$ cat config.mk
export PLATFORM = sky130hd
export DESIGN_NAME = inj_patgen_multi_flat
export DESIGN_NICKNAME = d
export VERILOG_FILES = /design/src/rtl/inj_patgen_pkg.sv /design/src/rtl/inj_patgen_multi_if.sv /design/src/rtl/inj_channel.sv /design/src/rtl/inj_patgen_multi.sv /design/src/flat_wrapper.sv
export SDC_FILE = /design/constraint.sdc
export NUM_CORES = 2
export LEC_CHECK = 0
export CORE_MARGIN = 8
export CORE_UTILIZATION = 50
export DETAILED_ROUTE_END_ITERATION = 10
export GPL_TIMING_DRIVEN = 0
export PLACE_DENSITY = 0.69
export SLEW_MARGIN = 20
export SYNTH_ARGS = -nofsm -noshare
export SYNTH_HDL_FRONTEND = slang
export SYNTH_SLANG_ARGS = --single-unit
$ cat constraint.sdc
create_clock -name clk -period 5.7 [get_ports clk]
set_clock_uncertainty 0.1 [all_clocks]
set_input_delay 1.14 -clock clk [delete_from_list [all_inputs] [get_ports clk]]
set_output_delay 1.14 -clock clk [all_outputs]
set_load 0.02 [all_outputs]
$ cat src/rtl/inj_patgen_pkg.sv
// Shared definitions for the multi-channel injection pulse generator:
// register map constants, per-channel state encoding and a byte-merge helper
// used by the register file.
package inj_patgen_pkg;

    // Each channel owns eight consecutive byte addresses.
    localparam int CH_STRIDE = 8;

    // Sub-addresses inside a channel block. Bit 0 selects the low or high byte.
    localparam logic [2:0] SUB_PERIOD  = 3'd0;
    localparam logic [2:0] SUB_HIGH    = 3'd2;
    localparam logic [2:0] SUB_NPULSES = 3'd4;
    localparam logic [2:0] SUB_DELAY   = 3'd6;

    // Global registers (wr_addr[7] = 1).
    localparam logic [7:0] ADDR_EN_LO = 8'h80;
    localparam logic [7:0] ADDR_EN_HI = 8'h81;
    localparam logic [7:0] ADDR_MODE  = 8'h82;

    localparam int MODE_SYNCED_BIT  = 0;
    localparam int MODE_RESTART_BIT = 1;

    typedef enum logic [1:0] {
        IDLE   = 2'd0,
        DELAY  = 2'd1,
        ACTIVE = 2'd2,
        DONE   = 2'd3
    } ch_state_e;

    // Replace one byte of a 16-bit register image.
    function automatic logic [15:0] merge_byte(input logic [15:0] old,
                                               input logic [7:0]  data,
                                               input logic        hi);
        logic [15:0] r;
        r = old;
        if (hi) r[15:8] = data;
        else    r[7:0]  = data;
        return r;
    endfunction

endpackage

$ cat src/rtl/inj_patgen_multi_if.sv
// Byte-write register bus from the FTDI order sorter.
// wr_strobe qualifies wr_addr/wr_data for exactly one clk cycle; there is no
// backpressure, every strobed byte is accepted on the edge it is sampled.
// Signals: wr_strobe (1), wr_addr (8), wr_data (8).
interface inj_patgen_multi_if;
    logic       wr_strobe;
    logic [7:0] wr_addr;
    logic [7:0] wr_data;

    modport master (output wr_strobe, wr_addr, wr_data);
    modport slave  (input  wr_strobe, wr_addr, wr_data);
endinterface

$ cat src/rtl/inj_channel.sv
// One injection channel: shadow copies of the channel registers, delay/phase/
// pulse counters and the IDLE -> DELAY -> ACTIVE -> DONE state machine.
// Ports:
//   clk, res_n          clock, asynchronous active-low reset
//   launch              load shadows from cfg_* and start from scratch
//   abort               return to IDLE, clear outputs (wins over launch)
//   suspend             freeze everything, force inj_out low
//   restart_on_done     relaunch from shadows the cycle after DONE
//   cfg_*               live register values, sampled only at launch
//   inj_out/running/done registered channel outputs
//   state_dbg           current FSM state
module inj_channel
    import inj_patgen_pkg::*;
#(
    parameter int CNT_W = 16
) (
    input  logic             clk,
    input  logic             res_n,
    input  logic             launch,
    input  logic             abort,
    input  logic             suspend,
    input  logic             restart_on_done,
    input  logic [CNT_W-1:0] cfg_period,
    input  logic [CNT_W-1:0] cfg_high,
    input  logic [CNT_W-1:0] cfg_npulses,
    input  logic [CNT_W-1:0] cfg_delay,
    output logic             inj_out,
    output logic             running,
    output logic             done,
    output ch_state_e        state_dbg
);

    localparam logic [CNT_W-1:0] ONE = CNT_W'(1);

    ch_state_e        state_q, state_d;
    logic [CNT_W-1:0] per_q, per_d, hi_q, hi_d, np_q, np_d, dly_q, dly_d;
    logic [CNT_W-1:0] phase_q, phase_d, pcnt_q, pcnt_d, dcnt_q, dcnt_d;
    logic             inj_q, inj_d, run_q, run_d, done_q, done_d;
    logic [CNT_W-1:0] per_last;

    // Last phase index of a period; a period of 0 behaves like 1.
    assign per_last = (per_q == '0) ? '0 : per_q - ONE;

    always_ff @(posedge clk or negedge res_n) begin
        if (!res_n) begin
            state_q <= IDLE;
            per_q   <= '0;
            hi_q    <= '0;
            np_q    <= '0;
            dly_q   <= '0;
            phase_q <= '0;
            pcnt_q  <= '0;
            dcnt_q  <= '0;
            inj_q   <= 1'b0;
            run_q   <= 1'b0;
            done_q  <= 1'b0;
        end else begin
            state_q <= state_d;
            per_q   <= per_d;
            hi_q    <= hi_d;
            np_q    <= np_d;
            dly_q   <= dly_d;
            phase_q <= phase_d;
            pcnt_q  <= pcnt_d;
            dcnt_q  <= dcnt_d;
            inj_q   <= inj_d;
            run_q   <= run_d;
            done_q  <= done_d;
        end
    end

    always_comb begin
        state_d = state_q;
        per_d   = per_q;
        hi_d    = hi_q;
        np_d    = np_q;
        dly_d   = dly_q;
        phase_d = phase_q;
        pcnt_d  = pcnt_q;
        dcnt_d  = dcnt_q;
        inj_d   = inj_q;
        run_d   = run_q;
        done_d  = done_q;

        if (abort) begin
            state_d = IDLE;
            phase_d = '0;
            pcnt_d  = '0;
            dcnt_d  = '0;
            inj_d   = 1'b0;
            run_d   = 1'b0;
            done_d  = 1'b0;
        end else if (suspend) begin
            // Everything holds; only the line is forced low.
            inj_d = 1'b0;
        end else begin
            // Outputs lag the state by one edge, so a launch at edge k shows
            // its first high phase at edge k+1.
            inj_d  = (state_q == ACTIVE) && (phase_q < hi_q);
            run_d  = (state_q == DELAY) || (state_q == ACTIVE);
            done_d = done_q || (state_q == DONE);

            if (launch) begin
                per_d   = cfg_period;
                hi_d    = cfg_high;
                np_d    = cfg_npulses;
                dly_d   = cfg_delay;
                phase_d = '0;
                pcnt_d  = '0;
                dcnt_d  = cfg_delay;
                state_d = (cfg_delay == '0) ? ACTIVE : DELAY;
                done_d  = 1'b0;
            end else begin
                unique case (state_q)
                    IDLE: ;
                    DELAY: begin
                        if (dcnt_q <= ONE) state_d = ACTIVE;
                        else               dcnt_d  = dcnt_q - ONE;
                    end
                    ACTIVE: begin
                        if (phase_q >= per_last) begin
                            phase_d = '0;
                            pcnt_d  = pcnt_q + ONE;
                            if ((np_q != '0) && (pcnt_q + ONE == np_q))
                                state_d = DONE;
                        end else begin
                            phase_d = phase_q + ONE;
                        end
                    end
                    DONE: begin
                        if (restart_on_done) begin
                            phase_d = '0;
                            pcnt_d  = '0;
                            dcnt_d  = dly_q;
                            state_d = (dly_q == '0) ? ACTIVE : DELAY;
                        end
                    end
                    default: ;
                endcase
            end
        end
    end

    assign inj_out   = inj_q;
    assign running   = run_q;
    assign done      = done_q;
    assign state_dbg = state_q;

endmodule

$ cat src/rtl/inj_patgen_multi.sv
// Multi-channel injection pulse generator. Holds the register file, enable
// and mode registers, the sync_in synchroniser/edge detector and the
// launch/arm logic, and instantiates one inj_channel per output line.
// Ports:
//   clk, res_n        clock, asynchronous active-low reset
//   wr_bus            byte-write register bus (slave side)
//   start, stop       one-cycle launch / abort pulses (stop wins)
//   suspend           level: freeze all channels, outputs low
//   sync_in           asynchronous external trigger (synced mode)
//   inj_out           registered injection outputs
//   running, done     per-channel status
//   dbg_state         per-channel FSM state, 2 bits per channel
module inj_patgen_multi
    import inj_patgen_pkg::*;
#(
    parameter int NCH         = 4,
    parameter int CNT_W       = 16,
    parameter int SYNC_STAGES = 2
) (
    input  logic                 clk,
    input  logic                 res_n,
    inj_patgen_multi_if.slave    wr_bus,
    input  logic                 start,
    input  logic                 stop,
    input  logic                 suspend,
    input  logic                 sync_in,
    output logic [NCH-1:0]       inj_out,
    output logic [NCH-1:0]       running,
    output logic [NCH-1:0]       done,
    output logic [2*NCH-1:0]     dbg_state
);

    localparam int CH_LSB = $clog2(CH_STRIDE);

    logic                   synced_mode, restart_on_done;
    logic [SYNC_STAGES-1:0] sync_q;
    logic                   sync_last_q, sync_rise_q;
    logic                   armed_q;
    logic                   launch;

    always_ff @(posedge clk or negedge res_n) begin
        if (!res_n) begin
            synced_mode     <= 1'b0;
            restart_on_done <= 1'b0;
        end else if (wr_bus.wr_strobe && (wr_bus.wr_addr == ADDR_MODE)) begin
            synced_mode     <= wr_bus.wr_data[MODE_SYNCED_BIT];
            restart_on_done <= wr_bus.wr_data[MODE_RESTART_BIT];
        end
    end

    // The rise is registered once more after edge detection so a launch lands
    // SYNC_STAGES+1 edges after sync_in is first sampled high.
    always_ff @(posedge clk or negedge res_n) begin
        if (!res_n) begin
            sync_q      <= '0;
            sync_last_q <= 1'b0;
            sync_rise_q <= 1'b0;
        end else begin
            sync_q      <= {sync_q[SYNC_STAGES-2:0], sync_in};
            sync_last_q <= sync_q[SYNC_STAGES-1];
            sync_rise_q <= sync_q[SYNC_STAGES-1] & ~sync_last_q;
        end
    end

    always_comb begin
        launch = 1'b0;
        if (!stop && !suspend)
            launch = synced_mode ? (armed_q && sync_rise_q) : start;
    end

    // Arm flag: set by start in synced mode, consumed by the first sync rise.
    always_ff @(posedge clk or negedge res_n) begin
        if (!res_n)                         armed_q <= 1'b0;
        else if (stop)                      armed_q <= 1'b0;
        else if (suspend)                   armed_q <= armed_q;
        else if (!synced_mode)              armed_q <= 1'b0;
        else if (armed_q && sync_rise_q)    armed_q <= 1'b0;
        else if (start)                     armed_q <= 1'b1;
    end

    for (genvar g = 0; g < NCH; g++) begin : g_ch
        logic [CNT_W-1:0] period_r, high_r, npulses_r, delay_r;
        logic             en_r;
        logic             ch_sel;
        ch_state_e        ch_state;

        // Channel indices >= NCH never match, so those writes fall through.
        assign ch_sel = wr_bus.wr_strobe && !wr_bus.wr_addr[7] &&
                        (wr_bus.wr_addr[CH_LSB +: 4] == 4'(g));

        always_ff @(posedge clk or negedge res_n) begin
            if (!res_n) begin
                period_r  <= '0;
                high_r    <= '0;
                npulses_r <= '0;
                delay_r   <= '0;
                en_r      <= 1'b0;
            end else begin
                if (ch_sel) begin
                    case (wr_bus.wr_addr[2:0] & 3'b110)
                        SUB_PERIOD:  period_r  <= CNT_W'(merge_byte(16'(period_r),
                                         wr_bus.wr_data, wr_bus.wr_addr[0]));
                        SUB_HIGH:    high_r    <= CNT_W'(merge_byte(16'(high_r),
                                         wr_bus.wr_data, wr_bus.wr_addr[0]));
                        SUB_NPULSES: npulses_r <= CNT_W'(merge_byte(16'(npulses_r),
                                         wr_bus.wr_data, wr_bus.wr_addr[0]));
                        SUB_DELAY:   delay_r   <= CNT_W'(merge_byte(16'(delay_r),
                                         wr_bus.wr_data, wr_bus.wr_addr[0]));
                        default: ;
                    endcase
                end
                if (wr_bus.wr_strobe &&
                    (wr_bus.wr_addr == ((g < 8) ? ADDR_EN_LO : ADDR_EN_HI)))
                    en_r <= wr_bus.wr_data[g % 8];
            end
        end

        inj_channel #(.CNT_W(CNT_W)) u_ch (
            .clk             (clk),
            .res_n           (res_n),
            .launch          (launch && en_r),
            .abort           (stop),
            .suspend         (suspend),
            .restart_on_done (restart_on_done),
            .cfg_period      (period_r),
            .cfg_high        (high_r),
            .cfg_npulses     (npulses_r),
            .cfg_delay       (delay_r),
            .inj_out         (inj_out[g]),
            .running         (running[g]),
            .done            (done[g]),
            .state_dbg       (ch_state)
        );

        assign dbg_state[2*g +: 2] = ch_state;
    end

endmodule
$ cat src/flat_wrapper.sv
// flat-port wrapper written by rule: the top's interface ports become plain ports
module inj_patgen_multi_flat import inj_patgen_pkg::*;
#(
    parameter int NCH         = 4,
    parameter int CNT_W       = 16,
    parameter int SYNC_STAGES = 2
)
  (clk, res_n, start, stop, suspend, sync_in, inj_out, running, done, dbg_state, wr_bus_wr_strobe, wr_bus_wr_addr, wr_bus_wr_data);
  inj_patgen_multi_if wr_bus_i ();
  input  logic clk;
  input  logic res_n;
  input  logic start;
  input  logic stop;
  input  logic suspend;
  input  logic sync_in;
  output logic [NCH-1:0] inj_out;
  output logic [NCH-1:0] running;
  output logic [NCH-1:0] done;
  output logic [2*NCH-1:0] dbg_state;
  input wire logic [$bits(wr_bus_i.wr_strobe)-1:0] wr_bus_wr_strobe;
  input wire logic [$bits(wr_bus_i.wr_addr)-1:0] wr_bus_wr_addr;
  input wire logic [$bits(wr_bus_i.wr_data)-1:0] wr_bus_wr_data;
  assign wr_bus_i.wr_strobe = wr_bus_wr_strobe;
  assign wr_bus_i.wr_addr = wr_bus_wr_addr;
  assign wr_bus_i.wr_data = wr_bus_wr_data;
  inj_patgen_multi #(.NCH(NCH), .CNT_W(CNT_W), .SYNC_STAGES(SYNC_STAGES)) u_core (.clk(clk), .res_n(res_n), .wr_bus(wr_bus_i), .start(start), .stop(stop), .suspend(suspend), .sync_in(sync_in), .inj_out(inj_out), .running(running), .done(done), .dbg_state(dbg_state));
endmodule
* Word level (Yosys, flattened, before mapping) *
Cells that the tools add are included.
W data, S select, Z words.

storage, ports and cells
  register bits = 735
  bits of input ports = 23
  output and inout port bits = 20
  word-level logic and storage cells = 424

cells by class
  add/subtract/negate cells = 16
  $lt $le $gt $ge = 12
  eq/ne operators = 46
  muxes and demuxes = 144
  bitwise logic cells = 5
  reductions and logical operators = 115

operator list
  cell                     number
  $mux W16                 57
  $pmux W16 S2             12
  $logic_not A16 Y1        12
  $add A16 B1 Y16 const B  8
  $sub A16 B1 Y16 const B  8
  $reduce_and A3 Y1        40
  $mux W2                  36
  $eq A16 B16 Y1           4
  $ge A16 B16 Y1           4
  $le A16 B1 Y1 const B    4
  $lt A16 B16 Y1           4
  $ne A4 B3 Y1 const B     16
  $reduce_bool A16 Y1      4
  $mux W1                  35
  $reduce_and A4 Y1        8
  $reduce_bool A4 Y1       8
  $pmux W2 S3              4
  $reduce_and A6 Y1        4
  $logic_and A1 B1 Y1      21
  $eq A2 B2 Y1 const B     10
  $ne A4 B4 Y1 const B     5
  $reduce_bool A5 Y1       4
  $eq A8 B8 Y1 const B     2
  $eq A2 B1 Y1 const B     5
  other kinds (10)         23

* Logic depth before layout (Yosys ltp) *
  depth in word-level cells = 9
  gate-level depth with buffers = 19
  mapped depth without buffers = 17

* Modules after synthesis *
A second synthesis with hierarchy kept.

unflattened totals
  cells, all modules = 3768
  area total of the unflattened synthesis = 39613.0 µm²

modules (own cells, without submodules)
  module                             times used  cells an instance  area an instance (µm²)  sequential area each (µm²)
  inj_patgen_multi                   1           640                10401.2                 6681.4
  inj_channel (u_core.g_ch[1].u_ch)  1           783                7424.6                  2927.8
  inj_channel (u_core.g_ch[0].u_ch)  1           793                7414.6                  2927.8
  inj_channel (u_core.g_ch[2].u_ch)  1           778                7300.8                  2927.8
  inj_channel (u_core.g_ch[3].u_ch)  1           774                7071.8                  2927.8

* Worst setup path before layout *
No wires, ideal clock.

  path type = flip-flop to flip-flop
  start point = register u_core.g_ch[0].u_ch.per_q[4]
  end point = register u_core.g_ch[0].u_ch.pcnt_q[15]
  setup time = 0.110 ns
  data arrival time = 4.103 ns
  required time = 5.490 ns
  path slack = 1.387 ns
  cell stages (with the launch flop) = 18
  path buffers = 2
  period minus slack after synthesis = 4.313 ns
  path through = dfrtp_1 or4_4 or3_4 or4_4 nor3_4 nand4b_4 buf_6 nand2_2 ha_1 a21oi_1 o21ai_0 a221o_1 a211oi_1 o21a_1 a31o_2 clkbuf_1 o21ai_0 o41ai_1

between the ends
  word-level cells in the longest chain between the ends = 5
  elaborated cells on any way between the ends = 6
  those cells by class = add/sub (1); order compare (1); eq/ne (1); mux (1); reduce/logical (2)

ends and longest elaborated chain
  what                                                         RTL line            RTL
  from (decl)                                                  inj_channel.sv:36   logic [CNT_W-1:0] per_q, per_d, hi_q, hi_d, np_q, np_d, dly_q, dly_d;
  from (signal assigned)                                       inj_channel.sv:59   per_q <= per_d;
  $sub A16 B1 Y16 / $logic_not A16 Y1 (equally long branches)  inj_channel.sv:42   assign per_last = (per_q == '0) ? '0 : per_q - ONE;
  $mux W16 *                                                   inj_channel.sv:42
  $ge A16 B16 Y1 *                                             inj_channel.sv:121  if (phase_q >= per_last) begin
  $ne A4 B3 Y1 (no source line) *                              --
  $reduce_and A4 Y1 (no source line) *                         --
  to (signal assigned)                                         inj_channel.sv:64   pcnt_q <= pcnt_d;
  to (decl)                                                    inj_channel.sv:37   logic [CNT_W-1:0] phase_q, phase_d, pcnt_q, pcnt_d, dcnt_q, dcnt_d;

Every way passes the cells marked *; elsewhere a longest branch is shown, timed or not.
A chain may end at the register's enable or synchronous reset.

* Worst setup path after layout *
  start point = register u_core.g_ch[2].u_ch.per_q[5]
  end point = register u_core.g_ch[2].u_ch.pcnt_q[9]

between the ends
  word-level cells in the longest chain between the ends = 5
  elaborated cells on any way between the ends = 6
  those cells by class = add/sub (1); order compare (1); eq/ne (1); mux (1); reduce/logical (2)

ends and longest elaborated chain
  what                                                         RTL line
  from (decl)                                                  inj_channel.sv:36
  from (signal assigned)                                       inj_channel.sv:59
  $sub A16 B1 Y16 / $logic_not A16 Y1 (equally long branches)  inj_channel.sv:42
  $mux W16 *                                                   inj_channel.sv:42
  $ge A16 B16 Y1 *                                             inj_channel.sv:121
  $ne A4 B3 Y1 (no source line) *                              --
  $reduce_and A4 Y1 (no source line) *                         --
  to (signal assigned)                                         inj_channel.sv:64
  to (decl)                                                    inj_channel.sv:37

Marked as above.

==> qor.txt <==
RSZ-0062 raised after global routing -> false
Routed vias/inst -> 5.79
Area leader, netlist -> dfrtp_1
Synth cell count leaders -> 867 x nand2_1, 735 x dfrtp_1, 286 x o21ai_0, 264 x mux2_2, 240 x nor2_1
Peak supply drop -> 309 µV
Ys flop type -> dfrtp_1
WL/cell -> 19.7 µm
Die width -> 294 µm
Ports -> 43
Worst EP required -> 6.08 ns
Crit. End Element -> flip-flop
Outcome -> completed
Placed Instances -> 5141
Setup Buffers After CTS -> 0
Final hold viol count -> 0
Die Span Y -> 294 µm
Post-DP HPWL -> 73.5 mm
Crit-path max FO -> 10
Tmin final -> 5.23 ns
CTS Buf Count -> 84
Area Overhead vs Synth -> 12.7%
Yosys warnings -> 0
Top-count cell post-synth -> nand2_1
EDFF count, synth -> 0
Crit Path Class -> flip-flop to flip-flop
Pins Over Slew Limit -> 0
Worst-case clock buffer depth -> 3
Starting density of the core -> 50.2%
Final setup vio count -> 0
Fill count -> 6650
Period Utilization, post-route -> 91.7%
PwrDens -> 365 nW/µm²
Max-slew headroom -> 19.3%
Hold buffer count at cts -> 0
Synthesized cell area -> 38700 µm²
Critical-path cell list -> or4_1 -> or3_1 -> nor3_1 -> and3b_1 -> nand2_1 -> clkbuf_1 -> nand2_1 -> ha_1 -> o21ai_0 -> o21a_1 -> o311a_1 -> o21ai_0 -> a21oi_2 -> nor2_1 -> a31oi_1
Dpl ws -> 0.347 ns
Post-Syn Instances -> 4056
CP Launch Type -> flip-flop
Die ar. -> 86500 µm²
Worst-path cell with the longest stage delay -> o21ai_0
Syn_area_per_cell -> 9.53 µm²
Final RePlAce weighted congestion -> 0.915
GR Overflow Total -> 0
Worst hold path class -> flip-flop to flip-flop
Number of remaining DRC errors -> 0
Synth top area share -> 47.6%
Vias -> 30700
Final setup margin -> 0.472 ns
Largest net degree at the start of global routing -> 96
TritonCTS clock tree -> done
Layout Cells excl Fill -> 5303
Worst path max stage delay -> 0.66 ns
H-tree Lvls -> 3
Mapped Nets -> 4239
Fin Setup TNS -> 0 ns
Crit path DAT -> 5.61 ns
Root Driver -> clkbuf_16
Clock Latency Late Sink -> 0.65 ns
1st-iter DRT viols -> 2639
Layout cells sized above 1 -> 12.1%
Leak -> 21.4 nW
Synth area leaders -> dfrtp_1 48%, nand2_1 8.4%, mux2_2 7.7%, ha_1 5.2%, o21ai_0 3.7%
Core Area -> 77000 µm²
GRT Total Usage -> 24.1%
PortBufs -> 36
Clock transition at path regs -> 0.06 ns
Synth unique cells -> 93
ANT nets after route -> 0
Antenna violations before repair -> 9
Seq cells post-synth -> 735
Detailed Route WL -> 105 mm
Sinks on Clock Net -> 735
Max-cap violations -> 0
First-pass DRT Iterations -> 5
# rows -> 102
CP Buf/Inv Count -> 1
First-pass GRT wire length -> 168 mm
Final Power -> 0.0159 W
Worst-margin pin slew -> 1.21 ns
Delay-heaviest family, CP -> simple AND/OR/NAND/NOR gates
Max Clock Freq -> 191 MHz
FFs w/ async S/R, synth -> 100%
Fin nets -> 4370
Vias in the first global route -> 30100
Post-synthesis sequential area ratio -> 47.6%
==> flip-flops by register name, indices dropped and copies added, names as in the netlist, 64 cells and up <==
name,flops
u_core.g_ch.u_ch.phase_q,64
u_core.g_ch.u_ch.pcnt_q,64
u_core.g_ch.u_ch.per_q,64
u_core.g_ch.npulses_r,64
u_core.g_ch.u_ch.dcnt_q,64
u_core.g_ch.period_r,64
u_core.g_ch.high_r,64
u_core.g_ch.u_ch.np_q,64
u_core.g_ch.delay_r,64
u_core.g_ch.u_ch.dly_q,64
u_core.g_ch.u_ch.hi_q,64
==> path summary, 6_finish.rpt <==
| kind | from | endpoint | slack [ns] | cells after the start |
|---|---|---|---|---|
| setup / recovery | u_core.g_ch[2].u_ch.per_q[5] | u_core.g_ch[2].u_ch.pcnt_q[9] | 0.47 | 15 |
| min in group asynchronous | res_n | u_core.g_ch[0].u_ch.inj_out | 0.36 | 1 |
| hold / removal | u_core.sync_q[0] | u_core.sync_q[1] | 0.25 | 0 |
| setup reg to reg | u_core.g_ch[2].u_ch.per_q[5] | u_core.g_ch[2].u_ch.pcnt_q[9] | 0.47 | 15 |
| max in group asynchronous | res_n | u_core.g_ch[2].u_ch.pcnt_q[4] | 3.79 | 3 |
| hold reg to reg | u_core.sync_q[0] | u_core.sync_q[1] | 0.25 | 0 |
==> stage by stage <==
stage          util, %  hold WS (ns)  area [µm²]
4_1_cts           56.6         0.260       43500
2_1_floorplan        -         0.231       38700
3_3_place_gp      52.4         0.232       40300
3_5_place_dp      52.7         0.247       40600
5_1_grt           56.6         0.269       43500
6_report          56.6         0.255       43600
==> cell families after synthesis <==
logic type,Yosys count,synth area share (%)
AO/OA/AOI/OAI,746,12.0
XOR/XNOR,188,4.26
adder cells (fa/ha/maj),162,5.23
buffers and inverters,319,3.39
flip-flops,735,47.6
multiplexers,286,8.27
AND/OR/NAND/NOR,1620,19.3
==> timing repair <==
action,CTS,global route
setup endpoints to repair,0,10
endpoints found under the hold margin,0,0
gates resized for setup,0,1
==> final cells by class <==
cell class / instances / area [µm²] / area share (%)
Antenna cell: 10 / 25.0 / 0.0574
Buffer: 206 / 891 / 2.04
Clock buffer: 113 / 2380 / 5.47
Clock inverter: 39 / 569 / 1.31
Inverter: 113 / 424 / 0.974
Multi-Input combinational cell: 3002 / 19000 / 43.6
Sequential cell: 735 / 18400 / 42.2
Tap cell: 1040 / 1300 / 2.99
Timing Repair Buffer: 45 / 593 / 1.36
==> cells in the final DEF, fill, tap and decap left out, types with 78 or more instances in the layout <==
cell | synthesis | routed
ha_1 | 160 | 160
xor2_1 | 86 | 86
a21oi_1 | 170 | 170
nor2_1 | 240 | 240
o21ai_0 | 286 | 286
inv_1 | 112 | 112
clkbuf_16 | 0 | 87
clkbuf_1 | 148 | 160
dfrtp_1 | 735 | 735
nand2_1 | 867 | 867
xnor2_1 | 102 | 102
mux2_2 | 264 | 264
nor4_1 | 78 | 78
==> layer usage <==
metal	part of all wire (%)	track usage, %
met5	0.012	0.340
met4	3.5	8.78
met3	7.1	3.94
met2	46	38.2
met1	44	33.3
==> where the power goes <==
group | leakage (nW) | internal [W] | switching (W)
logic | 10.1 | 0.00162 | 0.00239
clock network | 1.44 | 0.00350 | 0.00227
registers | 9.84 | 0.00565 | 0.000449
total | 21.4 | 0.0108 | 0.00511
Power figures use the tool's default switching activity.
